<file path="src/rtl/slow_tick_pkg.sv">
// Shared types and constants for the programmable slow tick generator.
package slow_tick_pkg;

    typedef enum logic [1:0] {IDLE, RUN, STEP} state_t;

    localparam int MIN_DIV     = 2;
    localparam int DEFAULT_DIV = 250000;
    localparam int PKG_DIV_W   = 32;

    // Periods below two cycles cannot produce both a low and a high half.
    function automatic logic [PKG_DIV_W-1:0] clamp_div(input logic [PKG_DIV_W-1:0] div);
        return (div < PKG_DIV_W'(MIN_DIV)) ? PKG_DIV_W'(MIN_DIV) : div;
    endfunction

endpackage

</file>
<file path="src/rtl/slow_tick_if.sv">
// Control/status bundle of slow_tick_ctrl; burst ports exist only with SLOW_TICK_BURST_EN.
interface slow_tick_if #(
    parameter int DIV_W = 32,
    parameter int CNT_W = 16
);
    logic             start;
    logic             stop;
    logic             step;
    logic             cfg_valid;
    logic             cfg_ready;
    logic [DIV_W-1:0] cfg_div;
    logic             tick;
    logic             slow_en;
    logic             busy;
    logic [CNT_W-1:0] tick_count;
`ifdef SLOW_TICK_BURST_EN
    logic [CNT_W-1:0] burst_len;
    logic             burst_done;

    modport master (output start, stop, step, cfg_valid, cfg_div, burst_len,
                    input  cfg_ready, tick, slow_en, busy, tick_count, burst_done);
    modport slave  (input  start, stop, step, cfg_valid, cfg_div, burst_len,
                    output cfg_ready, tick, slow_en, busy, tick_count, burst_done);
`else
    modport master (output start, stop, step, cfg_valid, cfg_div,
                    input  cfg_ready, tick, slow_en, busy, tick_count);
    modport slave  (input  start, stop, step, cfg_valid, cfg_div,
                    output cfg_ready, tick, slow_en, busy, tick_count);
`endif
endinterface

</file>
<file path="src/rtl/slow_tick_phase.sv">
// Phase counter 0..P-1 with its period register, terminal-count and half-period compares.
module slow_tick_phase #(
    parameter int DIV_W       = 32,
    parameter int DEFAULT_DIV = 250000
) (
    input  logic             clk,
    input  logic             rst,
    input  logic             clear,
    input  logic             en,
    input  logic             load,
    input  logic [DIV_W-1:0] load_div,
    output logic             tc,
    output logic             hi
);
    logic [DIV_W-1:0] phase;
    logic [DIV_W-1:0] period;

    assign tc = (phase == period - DIV_W'(1));
    assign hi = (phase >= (period >> 1));

    // A new period loaded on the wrap edge governs the phase that starts at 0.
    always_ff @(posedge clk or posedge rst) begin
        if (rst) begin
            phase  <= '0;
            period <= DIV_W'(DEFAULT_DIV);
        end else begin
            if (load)
                period <= load_div;
            if (clear)
                phase <= '0;
            else if (en)
                phase <= tc ? '0 : phase + DIV_W'(1);
        end
    end

endmodule

</file>
<file path="src/rtl/slow_tick_ctrl.sv">
// Start/stop/step tick generator with shadowed divisor; SLOW_TICK_BURST_EN adds auto-stop bursts.
module slow_tick_ctrl #(
    parameter int DIV_W       = 32,
    parameter int DEFAULT_DIV = slow_tick_pkg::DEFAULT_DIV,
    parameter int CNT_W       = 16
) (
    input logic       clk,
    input logic       rst,
    slow_tick_if.slave bus
);
    import slow_tick_pkg::*;

    state_t           state, state_nxt;
    logic [DIV_W-1:0] shadow, div_clamped, load_div;
    logic [CNT_W-1:0] tick_count;
    logic             shadow_full, load, accept, counting, to_idle, tick_fire;
    logic             tc, hi, tick_q, slow_en_q, burst_last;

    assign div_clamped = DIV_W'(clamp_div(PKG_DIV_W'(bus.cfg_div)));
    assign counting    = (state != IDLE);
    assign tick_fire   = counting && tc && !bus.stop;
    assign accept      = bus.cfg_valid && !shadow_full;
    assign to_idle     = counting && (state_nxt == IDLE);

`ifdef SLOW_TICK_BURST_EN
    logic [CNT_W-1:0] burst_lim, burst_cnt;
    logic             burst_done_q, enter_run;

    assign enter_run  = (state != RUN) && (state_nxt == RUN);
    assign burst_last = (state == RUN) && (burst_lim != '0) &&
                        (burst_cnt + CNT_W'(1) == burst_lim);

    always_ff @(posedge clk or posedge rst) begin
        if (rst) begin
            burst_lim    <= '0;
            burst_cnt    <= '0;
            burst_done_q <= 1'b0;
        end else begin
            burst_done_q <= tick_fire && burst_last;
            if (enter_run) begin
                burst_lim <= bus.burst_len;
                burst_cnt <= '0;
            end else if (tick_fire) begin
                burst_cnt <= burst_cnt + CNT_W'(1);
            end
        end
    end

    assign bus.burst_done = burst_done_q;
`else
    assign burst_last = 1'b0;
`endif

    // stop outranks everything; start outranks step.
    always_comb begin
        state_nxt = state;
        if (bus.stop) begin
            state_nxt = IDLE;
        end else begin
            case (state)
                IDLE:    if (bus.start) state_nxt = RUN;
                         else if (bus.step) state_nxt = STEP;
                RUN:     if (tick_fire && burst_last) state_nxt = IDLE;
                STEP:    if (bus.start) state_nxt = RUN;
                         else if (tick_fire) state_nxt = IDLE;
                default: state_nxt = IDLE;
            endcase
        end
    end

    // Idle writes go straight to the period; busy writes wait in the shadow.
    always_comb begin
        load     = 1'b0;
        load_div = div_clamped;
        if (accept && (!counting || to_idle)) begin
            load = 1'b1;
        end else if (shadow_full && (to_idle || tick_fire)) begin
            load     = 1'b1;
            load_div = shadow;
        end
    end

    slow_tick_phase #(
        .DIV_W       (DIV_W),
        .DEFAULT_DIV (DEFAULT_DIV)
    ) u_phase (
        .clk      (clk),
        .rst      (rst),
        .clear    (state_nxt == IDLE),
        .en       (counting),
        .load     (load),
        .load_div (load_div),
        .tc       (tc),
        .hi       (hi)
    );

    always_ff @(posedge clk or posedge rst) begin
        if (rst) begin
            state       <= IDLE;
            shadow      <= '0;
            shadow_full <= 1'b0;
            tick_q      <= 1'b0;
            slow_en_q   <= 1'b0;
            tick_count  <= '0;
        end else begin
            state     <= state_nxt;
            tick_q    <= tick_fire;
            slow_en_q <= counting && !bus.stop && hi;

            if (state == IDLE && state_nxt == RUN)
                tick_count <= '0;
            else if (tick_fire)
                tick_count <= tick_count + CNT_W'(1);

            if (to_idle) begin
                shadow_full <= 1'b0;
            end else if (counting && accept) begin
                shadow      <= div_clamped;
                shadow_full <= 1'b1;
            end else if (tick_fire) begin
                shadow_full <= 1'b0;
            end
        end
    end

    assign bus.tick       = tick_q;
    assign bus.slow_en    = slow_en_q;
    assign bus.busy       = counting;
    assign bus.tick_count = tick_count;
    assign bus.cfg_ready  = !shadow_full;

endmodule
</file>
<file path="src/flat_wrapper.sv">
// flat-port wrapper written by rule: the top's interface ports become plain ports
module slow_tick_ctrl_flat import slow_tick_pkg::*;
#(
    parameter int DIV_W       = 32,
    parameter int DEFAULT_DIV = slow_tick_pkg::DEFAULT_DIV,
    parameter int CNT_W       = 16
)
  (clk, rst, bus_start, bus_stop, bus_step, bus_cfg_valid, bus_cfg_div, bus_cfg_ready, bus_tick, bus_slow_en, bus_busy, bus_tick_count);
  slow_tick_if #(.DIV_W(DIV_W), .CNT_W(CNT_W)) bus_i ();
  input logic clk;
  input logic rst;
  input wire logic [$bits(bus_i.start)-1:0] bus_start;
  input wire logic [$bits(bus_i.stop)-1:0] bus_stop;
  input wire logic [$bits(bus_i.step)-1:0] bus_step;
  input wire logic [$bits(bus_i.cfg_valid)-1:0] bus_cfg_valid;
  input wire logic [$bits(bus_i.cfg_div)-1:0] bus_cfg_div;
  output wire logic [$bits(bus_i.cfg_ready)-1:0] bus_cfg_ready;
  output wire logic [$bits(bus_i.tick)-1:0] bus_tick;
  output wire logic [$bits(bus_i.slow_en)-1:0] bus_slow_en;
  output wire logic [$bits(bus_i.busy)-1:0] bus_busy;
  output wire logic [$bits(bus_i.tick_count)-1:0] bus_tick_count;
  assign bus_i.start = bus_start;
  assign bus_i.stop = bus_stop;
  assign bus_i.step = bus_step;
  assign bus_i.cfg_valid = bus_cfg_valid;
  assign bus_i.cfg_div = bus_cfg_div;
  assign bus_cfg_ready = bus_i.cfg_ready;
  assign bus_tick = bus_i.tick;
  assign bus_slow_en = bus_i.slow_en;
  assign bus_busy = bus_i.busy;
  assign bus_tick_count = bus_i.tick_count;
  slow_tick_ctrl #(.DIV_W(DIV_W), .DEFAULT_DIV(DEFAULT_DIV), .CNT_W(CNT_W)) u_core (.clk(clk), .rst(rst), .bus(bus_i));
endmodule
</file>
<file path="config.mk">
export PLATFORM = sky130hd
export DESIGN_NAME = slow_tick_ctrl_flat
export DESIGN_NICKNAME = d
export VERILOG_FILES = /design/src/rtl/slow_tick_pkg.sv /design/src/rtl/slow_tick_if.sv /design/src/rtl/slow_tick_phase.sv /design/src/rtl/slow_tick_ctrl.sv /design/src/flat_wrapper.sv
export SDC_FILE = /design/constraint.sdc
export NUM_CORES = 1
export LEC_CHECK = 0
export ABC_CLOCK_PERIOD_IN_PS = 6800
export CAP_MARGIN = 20
export CORE_UTILIZATION = 41
export DETAILED_ROUTE_END_ITERATION = 12
export SLEW_MARGIN = 40
export SYNTH_ARGS = -nofsm -noshare
export SYNTH_HDL_FRONTEND = slang
export SYNTH_HIERARCHICAL = 1
export SYNTH_SLANG_ARGS = --single-unit
</file>
<file path="constraint.sdc">
create_clock -name clk -period 6.8 [get_ports clk]
set_input_delay 1.36 -clock clk [delete_from_list [all_inputs] [get_ports clk]]
set_output_delay 1.36 -clock clk [all_outputs]
set_load 0.005 [all_outputs]
</file>
-- Yosys cells after proc, flatten, opt, wreduce, memory -nomap -nowiden
Index checks and enable logic that the tools add are counted.
- eq/ne operators: 4
- mux-type cells: 19
- shift operators: 0
- $mul: 0
- bitwise gates (word level): 1
- order comparisons: 2
- reduce and logical (&&, ||, !) cells: 22
- div/mod/pow operators: 0
- $add $sub $neg: 3
- operator list (operator ; count):
    two-way mux 32 bit ; 6
    adder 32 x 1 -> 32 bit (second input constant) ; 1
    == test 32 bit ; 1
    greater-or-equal comparator 32 x 31 -> 1 bit ; 1
    less-than comparator 32 x 2 -> 1 bit (second input constant) ; 1
    two-way mux 16 bit ; 2
    subtractor 32 x 1 -> 32 bit (second input constant) ; 1
    adder 16 x 1 -> 16 bit (second input constant) ; 1
    logical AND 1 bit ; 10
    two-way mux 2 bit ; 5
    one-hot mux 2 bit (3 select lines) ; 1
    nonzero test 2 bit ; 3
    two-way mux 1 bit ; 5
    == test 2 x 1 -> 1 bit (second input constant) ; 2
    logical NOT 2 bit ; 2
    logical NOT 1 bit ; 3
    nonzero test 3 bit ; 1
    == test 2 bit (second input constant) ; 1
    logical OR 1 bit ; 2
    AND reduction 2 bit ; 1
    inverter 1 bit ; 1
- logic and storage cells: 59
- memory bits (writable): 0
- memories kept: 0
- register bits: 117
- memory bits (read-only): 0
- latch bits: 0

-- Logic depth before layout (Yosys ltp)
- word-level depth: 14
- mapped depth: 22
- mapped depth without buffers: 19

-- By module
The synthesis kept the hierarchy.
- modules (own cells, without submodules) (module ; area each (um^2) ; cells an instance ; instances):
    slow_tick_phase ; 5137.4 ; 626 ; 1
    slow_tick_ctrl ; 2830.2 ; 233 ; 1

-- Least setup slack after synthesis
Ideal clock, no wire load.
- kind: register to register
- from: register u_core.u_phase.period[0]
- to: register u_core.u_phase.phase[25]
- arrival time: 3.899 ns
- cell stages (with the launch flop): 20
- setup slack: 2.766 ns
- setup time: 0.135 ns
- path through: dfrtp_1 inv_1 ha_1 nor3b_1 o21ai_0 a2111oi_0 nand2_1 nor4_1 nand4_1 a211oi_1 buf_4 inv_1 mux2i_1 nor4_1 nor2_1 clkbuf_1 nor2_1 clkbuf_1 a22oi_2 o31ai_1
- word-level cells in the longest chain between the ends: 10
- RTL lines (what ; RTL line ; text):
    start, declared ; slow_tick_phase.sv:16 ; logic [DIV_W-1:0] period;
    start signal, assigned ; slow_tick_phase.sv:25 ; period <= DIV_W'(DEFAULT_DIV);
    start signal, assigned ; slow_tick_phase.sv:28 ; period <= load_div;
    subtractor 32 x 1 -> 32 bit (*) ; slow_tick_phase.sv:18 ; assign tc = (phase == period - DIV_W'(1));
    == test 32 bit (*) ; slow_tick_phase.sv:18 ;
    net u_core.tc ; slow_tick_ctrl.sv:17 ; logic tc, hi, tick_q, slow_en_q, burst_last;
    logical AND 1 bit (*) (2 in series) ; slow_tick_ctrl.sv:21 ; assign tick_fire = counting && tc && !bus.stop;
    two-way mux 2 bit (*) ; slow_tick_ctrl.sv:65 ; else if (tick_fire) state_nxt = IDLE;
    two-way mux 2 bit (*) ; slow_tick_ctrl.sv:64 ; STEP: if (bus.start) state_nxt = RUN;
    one-hot mux 2 bit (3 select lines) (*) ; slow_tick_ctrl.sv:60 ; case (state)
    two-way mux 2 bit (*) ; slow_tick_ctrl.sv:57 ; if (bus.stop) begin
    net u_core.state_nxt[1] ; slow_tick_ctrl.sv:13 ; state_t state, state_nxt;
    logical NOT 2 bit (*) ; slow_tick_ctrl.sv:89 ; .clear (state_nxt == IDLE),
    two-way mux 32 bit / nonzero test 2 bit (equally long branches) ; - ;
    end signal, assigned ; slow_tick_phase.sv:32 ; phase <= tc ? '0 : phase + DIV_W'(1);
    end, declared ; slow_tick_phase.sv:15 ; logic [DIV_W-1:0] phase;
Mark *: on every way through the listed nets, which the timed path passes. The rest lies on a longest branch. The select of a mux whose other input is x is not followed.
A chain may end at the register's enable or synchronous reset.

-- Worst setup path after layout
- from: register u_core.u_phase.period[1]
- to: register u_core.u_phase.phase[25]
The elaborated chain is that of the path after synthesis.

==> run summary <==
### Critical path
- flop — Critical Path Sink Type
- 18 — count of cells along the worst register-to-register path
- 22 — Worst Path Max Fanout
- u_core/u_phase/period[1] — critical path launch point
- reg2reg — Crit Path Category
- 5.26 ns — data arrival time at the worst-slack endpoint
- flop — kind of start point of the critical path
- u_core/u_phase/phase[25] — FF-to-FF End
- 1.82 ns — Worst R2R Setup Slack
- 0.68 ns — highest cell delay on the worst timing path
- 7.08 ns — WP data required
- u_core/u_phase/phase[25] — crit path to
- sky130_fd_sc_hd__nor3b_1 — Max stage delay cell, worst path
- u_core/u_phase/period[1] — Reg-to-Reg Start
- sky130_fd_sc_hd__inv_1 — most frequent CP cell
- inv_1 > ha_1 > nor3b_1 > o21ai_0 > a2111oi_0 > nand2_1 > nor4_1 > nand4_1 > a211oi_2 > buf_4 > inv_1 > mux2i_1 > nor4_1 > nor2_2 > inv_1 > and3_1 > a22oi_2 > o31ai_1 — ordered cell list for the critical path

### Finish
- 17.0% — growth of design area from synthesis to finish
- 972 — Layout Nets
- 0.493 — final core utilization
- 4630 sq um — area of the multi-input gates
- 1817 — Filler Cells Inserted
- 0 — diodes inserted
- 0.163 — fraction of final layout cells with drive strength greater than 1
- 2940 sq um — FF/Latch Area

### STA
- false — setup repair after global routing missed its margin
- 0 ns — Setup Total Neg Slack
- 0.732 — final critical-path share of the clock period
- 0 — total count of max-transition violations in the final report
- 4.98 ns — post-layout minimum cycle time
- 0.802 ns — transition time at the pin with the least slew margin
- 0.464 — headroom to the max-slew limit
- 0 — setup violation total in the final timing report
- 0.201 GHz — fmax
- 0 — number of hold-slack violations in the final timing report
- 0.0104 ns — skew final

### Placement
- 0.928 — placer congestion estimate
- 15600 um — placed wire-length estimate
- 57 — port buffer count

### Logic synthesis
- simple AND/OR/NAND/NOR gates — dominant combinational cell family by area after synthesis
- 117 — post-synthesis register bit count
- 0.369 — sequential share of the synthesized area
- 7970 sq um — Cell Area, Synth
- 1.00 — Post-synth ARST share
- 0.0944 — fraction of synthesized area in multiplexers
- 6 — number of warnings reported in the yosys synthesis log
- sky130_fd_sc_hd__dfrtp_1 — flip-flop cell with the highest count after synthesis
- 80 — Synth cell types
- sky130_fd_sc_hd__dfrtp_1 35%, sky130_fd_sc_hd__mux2_2 9.0%, sky130_fd_sc_hd__ha_1 5.3% — largest cells by area after synthesis
- 0 — number of flops mapped to enable cells by yosys
- 859 — cell count after synthesis
- 931 — net count after synthesis
- 0.345 — Synth top area share
- 0.0534 — Synth Area in Adders
- 0.147 — Synth Area in Compound Gates
- sky130_fd_sc_hd__dfrtp_1 — Yosys top cell by area
- 0.228 — synthesized-area fraction occupied by and/or/nand/nor cells
- 0.0550 — synthesized-area fraction occupied by xor and xnor cells
- 9.28 sq um — mean instance size in the synthesized netlist

### Drt
- 6704 — detailed-route via count
- 5 — First-pass DRT Iterations
- 10400 um — met1 routed wirelength after detailed routing
- 5.72 — Vias per Instance
- 1110 um — routed length on met3
- 21500 um — routed wire length
- 9580 um — met2 WL
- 0 — final routed DRC violation total
- 499 — DRC marker count from the first detailed-route iteration
- 18.3 um — routed wirelength normalized by instance count
- 0 — antenna-violating nets left
- met4 — highest metal used

### Global routing
- 6389 — via count of the first global-routing pass
- 34900 um — global-route wire length before repair
- 0.224 — global-route usage over all layers
- 1 — number of antenna violations at the first check in global routing
- 65 — maximum number of pins on one net before global-route repair
- 0 — global route total overflow

### Pwr
- 0.348 — switching power as a share of total power
- 281 nW/um^2 — power density relative to cell area
- 911 uW — switching component of the power
- 0.270 — share of power burned in combinational logic
- 200 uV — Max rail drop VDD
- 1700 uW — cell internal pwr
- 0.00376 uW — static power due to leakage
- 0.376 — Flop pwr share
- 0.354 — Clk pwr share

### Floorplanning
- 141 um — Horiz. Die Dim
- 141 um — die span in y
- 18900 sq um — standard cell core area
- 50 — std cell rows
- 20000 sq um — Die Footprint
- 58 — I/O pin count
- 0.422 — initial standard-cell utilization of the core

### Clocking
- 17 — Inserted Clock Buffers
- yes — TritonCTS clock tree
- 2 — Clock Path Buffers
- 0 — Hold Buf Count CTS
- 0.06 ns — post-CTS clock slew at the launch and capture registers of the worst setup and hold paths
- 4 — CTS HTree Levels
- sky130_fd_sc_hd__clkbuf_16 — clock root cell
- 0.42 ns — Skew-Pair Late Insertion Delay
- 0 — post-CTS setup-driven buffer insertion count
- 117 — clk sink count
- 0 — total of cells resized after clock tree synthesis

### Run status
- complete, no violations — result of the run

### Job
- 0 — Max Cap Violations

### Worst hold path
- reg2reg — worst min-delay path class

power groups by stage:
stage / logic (uW) / registers (uW) / clock network, uW
floorplan: 536 / 942 / 0
global placement: 685 / 988 / 0
detailed placement: 692 / 992 / 0
CTS: 698 / 982 / 949
global route: 782 / 1010 / 977
finish: 705 / 984 / 926
synthesized netlist by cell type, types with 4 or more instances:
master                     number
sky130_fd_sc_hd__a211oi_1       7
sky130_fd_sc_hd__a21o_1        10
sky130_fd_sc_hd__a21oi_1       29
sky130_fd_sc_hd__a22oi_2        4
sky130_fd_sc_hd__a41oi_1        5
sky130_fd_sc_hd__and2_1         9
sky130_fd_sc_hd__and3_1        13
sky130_fd_sc_hd__buf_2          7
sky130_fd_sc_hd__buf_6          7
sky130_fd_sc_hd__clkbuf_1      26
sky130_fd_sc_hd__dfrtp_1      110
sky130_fd_sc_hd__dfstp_2        7
sky130_fd_sc_hd__ha_1          34
sky130_fd_sc_hd__inv_1         46
sky130_fd_sc_hd__mux2_2        64
sky130_fd_sc_hd__nand2_1       92
sky130_fd_sc_hd__nand2b_1       6
sky130_fd_sc_hd__nand3_1       27
sky130_fd_sc_hd__nand4_1       40
sky130_fd_sc_hd__nor2_1        41
sky130_fd_sc_hd__nor2b_1        8
sky130_fd_sc_hd__nor3_1        20
sky130_fd_sc_hd__nor3b_1        4
sky130_fd_sc_hd__nor4_1        17
sky130_fd_sc_hd__o21ai_0       57
sky130_fd_sc_hd__o21ai_1        4
sky130_fd_sc_hd__o311ai_0       5
sky130_fd_sc_hd__o311ai_1      10
sky130_fd_sc_hd__o31ai_1       12
sky130_fd_sc_hd__or3_1          7
sky130_fd_sc_hd__or4_1          9
sky130_fd_sc_hd__xnor2_1       29
sky130_fd_sc_hd__xor2_1        21
worst min-delay path by stage:
stage	start	endpoint	slack [ns]	depth (start not counted)
after CTS	u_core/shadow[0]	u_core/shadow[0]	0.49	1
after floorplan	u_core/shadow[0]	u_core/shadow[0]	0.46	1
after detailed placement	u_core/shadow[0]	u_core/shadow[0]	0.48	1
after global routing	u_core/shadow[4]	u_core/shadow[4]	0.51	1
after global placement	u_core/shadow[0]	u_core/shadow[0]	0.48	1
final	u_core/shadow[0]	u_core/shadow[0]	0.49	1
per-layer routing:
metal	track usage	vias up
li1	-	3253
met1	0.322	3257
met2	0.338	175
met3	0.0476	19
met4	0.0651	0
met5	0	-
registers in the layout, indices dropped and copies added (netlist names):
signal / count
u_core/shadow: 32
u_core/bus.tick: 1
u_core/bus.slow_en: 1
u_core/u_phase/phase: 32
u_core/u_phase/period: 32
u_core/shadow_full: 1
u_core/state: 2
u_core/bus.tick_count: 16
metrics by stage:
step	std cells	hold WS (ns)	setup WS [ns]	power, uW	cell area (sq um)
2_1_floorplan	859	0.456	2.77	1480	7970
3_3_place_gp	1140	0.476	1.71	1670	8690
3_5_place_dp	1141	0.480	1.64	1680	8710
4_1_cts	1173	0.495	1.61	2630	9320
5_1_grt	1173	0.508	1.40	2770	9320
6_report	1173	0.493	1.82	2620	9320
layout make-up:
cell class | count | area share
clock inverter | 14 | 0.0176
timing repair buffer | 66 | 0.0697
clock buffer | 18 | 0.0471
tap | 260 | 0.0349
sequential | 117 | 0.315
inverter | 46 | 0.0185
multi-input combinational | 652 | 0.497
critical path, delay by kind of cell (launching register included):
kind / cells / cell delay, ns
AO/OA/AOI/OAI: 5 / 1.01
adder cells (fa/ha/maj): 1 / 0.19
buffers and inverters: 4 / 0.91
flip-flops: 1 / 0.44
multiplexers: 1 / 0.14
AND/OR/NAND/NOR: 7 / 2.14
cells in the final DEF (no fill, tap or decap), drive strengths merged, types with 4 or more instances in the layout:
master,netlist,final
nor2b,8,8
nor4b,4,4
o21ai,62,62
or4,11,11
clkbuf,26,18
dfstp,7,7
dfrtp,110,110
clkinv,0,4
o311ai,15,15
nor2,41,41
a21oi,29,29
nand3,29,29
nand2,94,94
a211oi,7,7
ha,34,34
clkdlybuf4s50,0,57
nand2b,6,6
or3,8,8
inv,46,53
nor3,23,23
and2,10,10
and3,14,14
o31ai,12,12
a22oi,4,4
xor2,21,21
a21o,10,10
nor3b,4,4
mux2,65,65
nor4,19,19
a41oi,5,5
nand4,43,43
xnor2,29,29
buf,18,9
logic make-up (layout without fill, tap and decap cells):
group	count (synthesis)	count (layout)
simple gates	326	326
compound gates	175	175
flops	117	117
buf+inv	90	144
mux	67	67
xor+xnor	50	50
fa+ha+maj	34	34
Power figures use the tool's default switching activity.
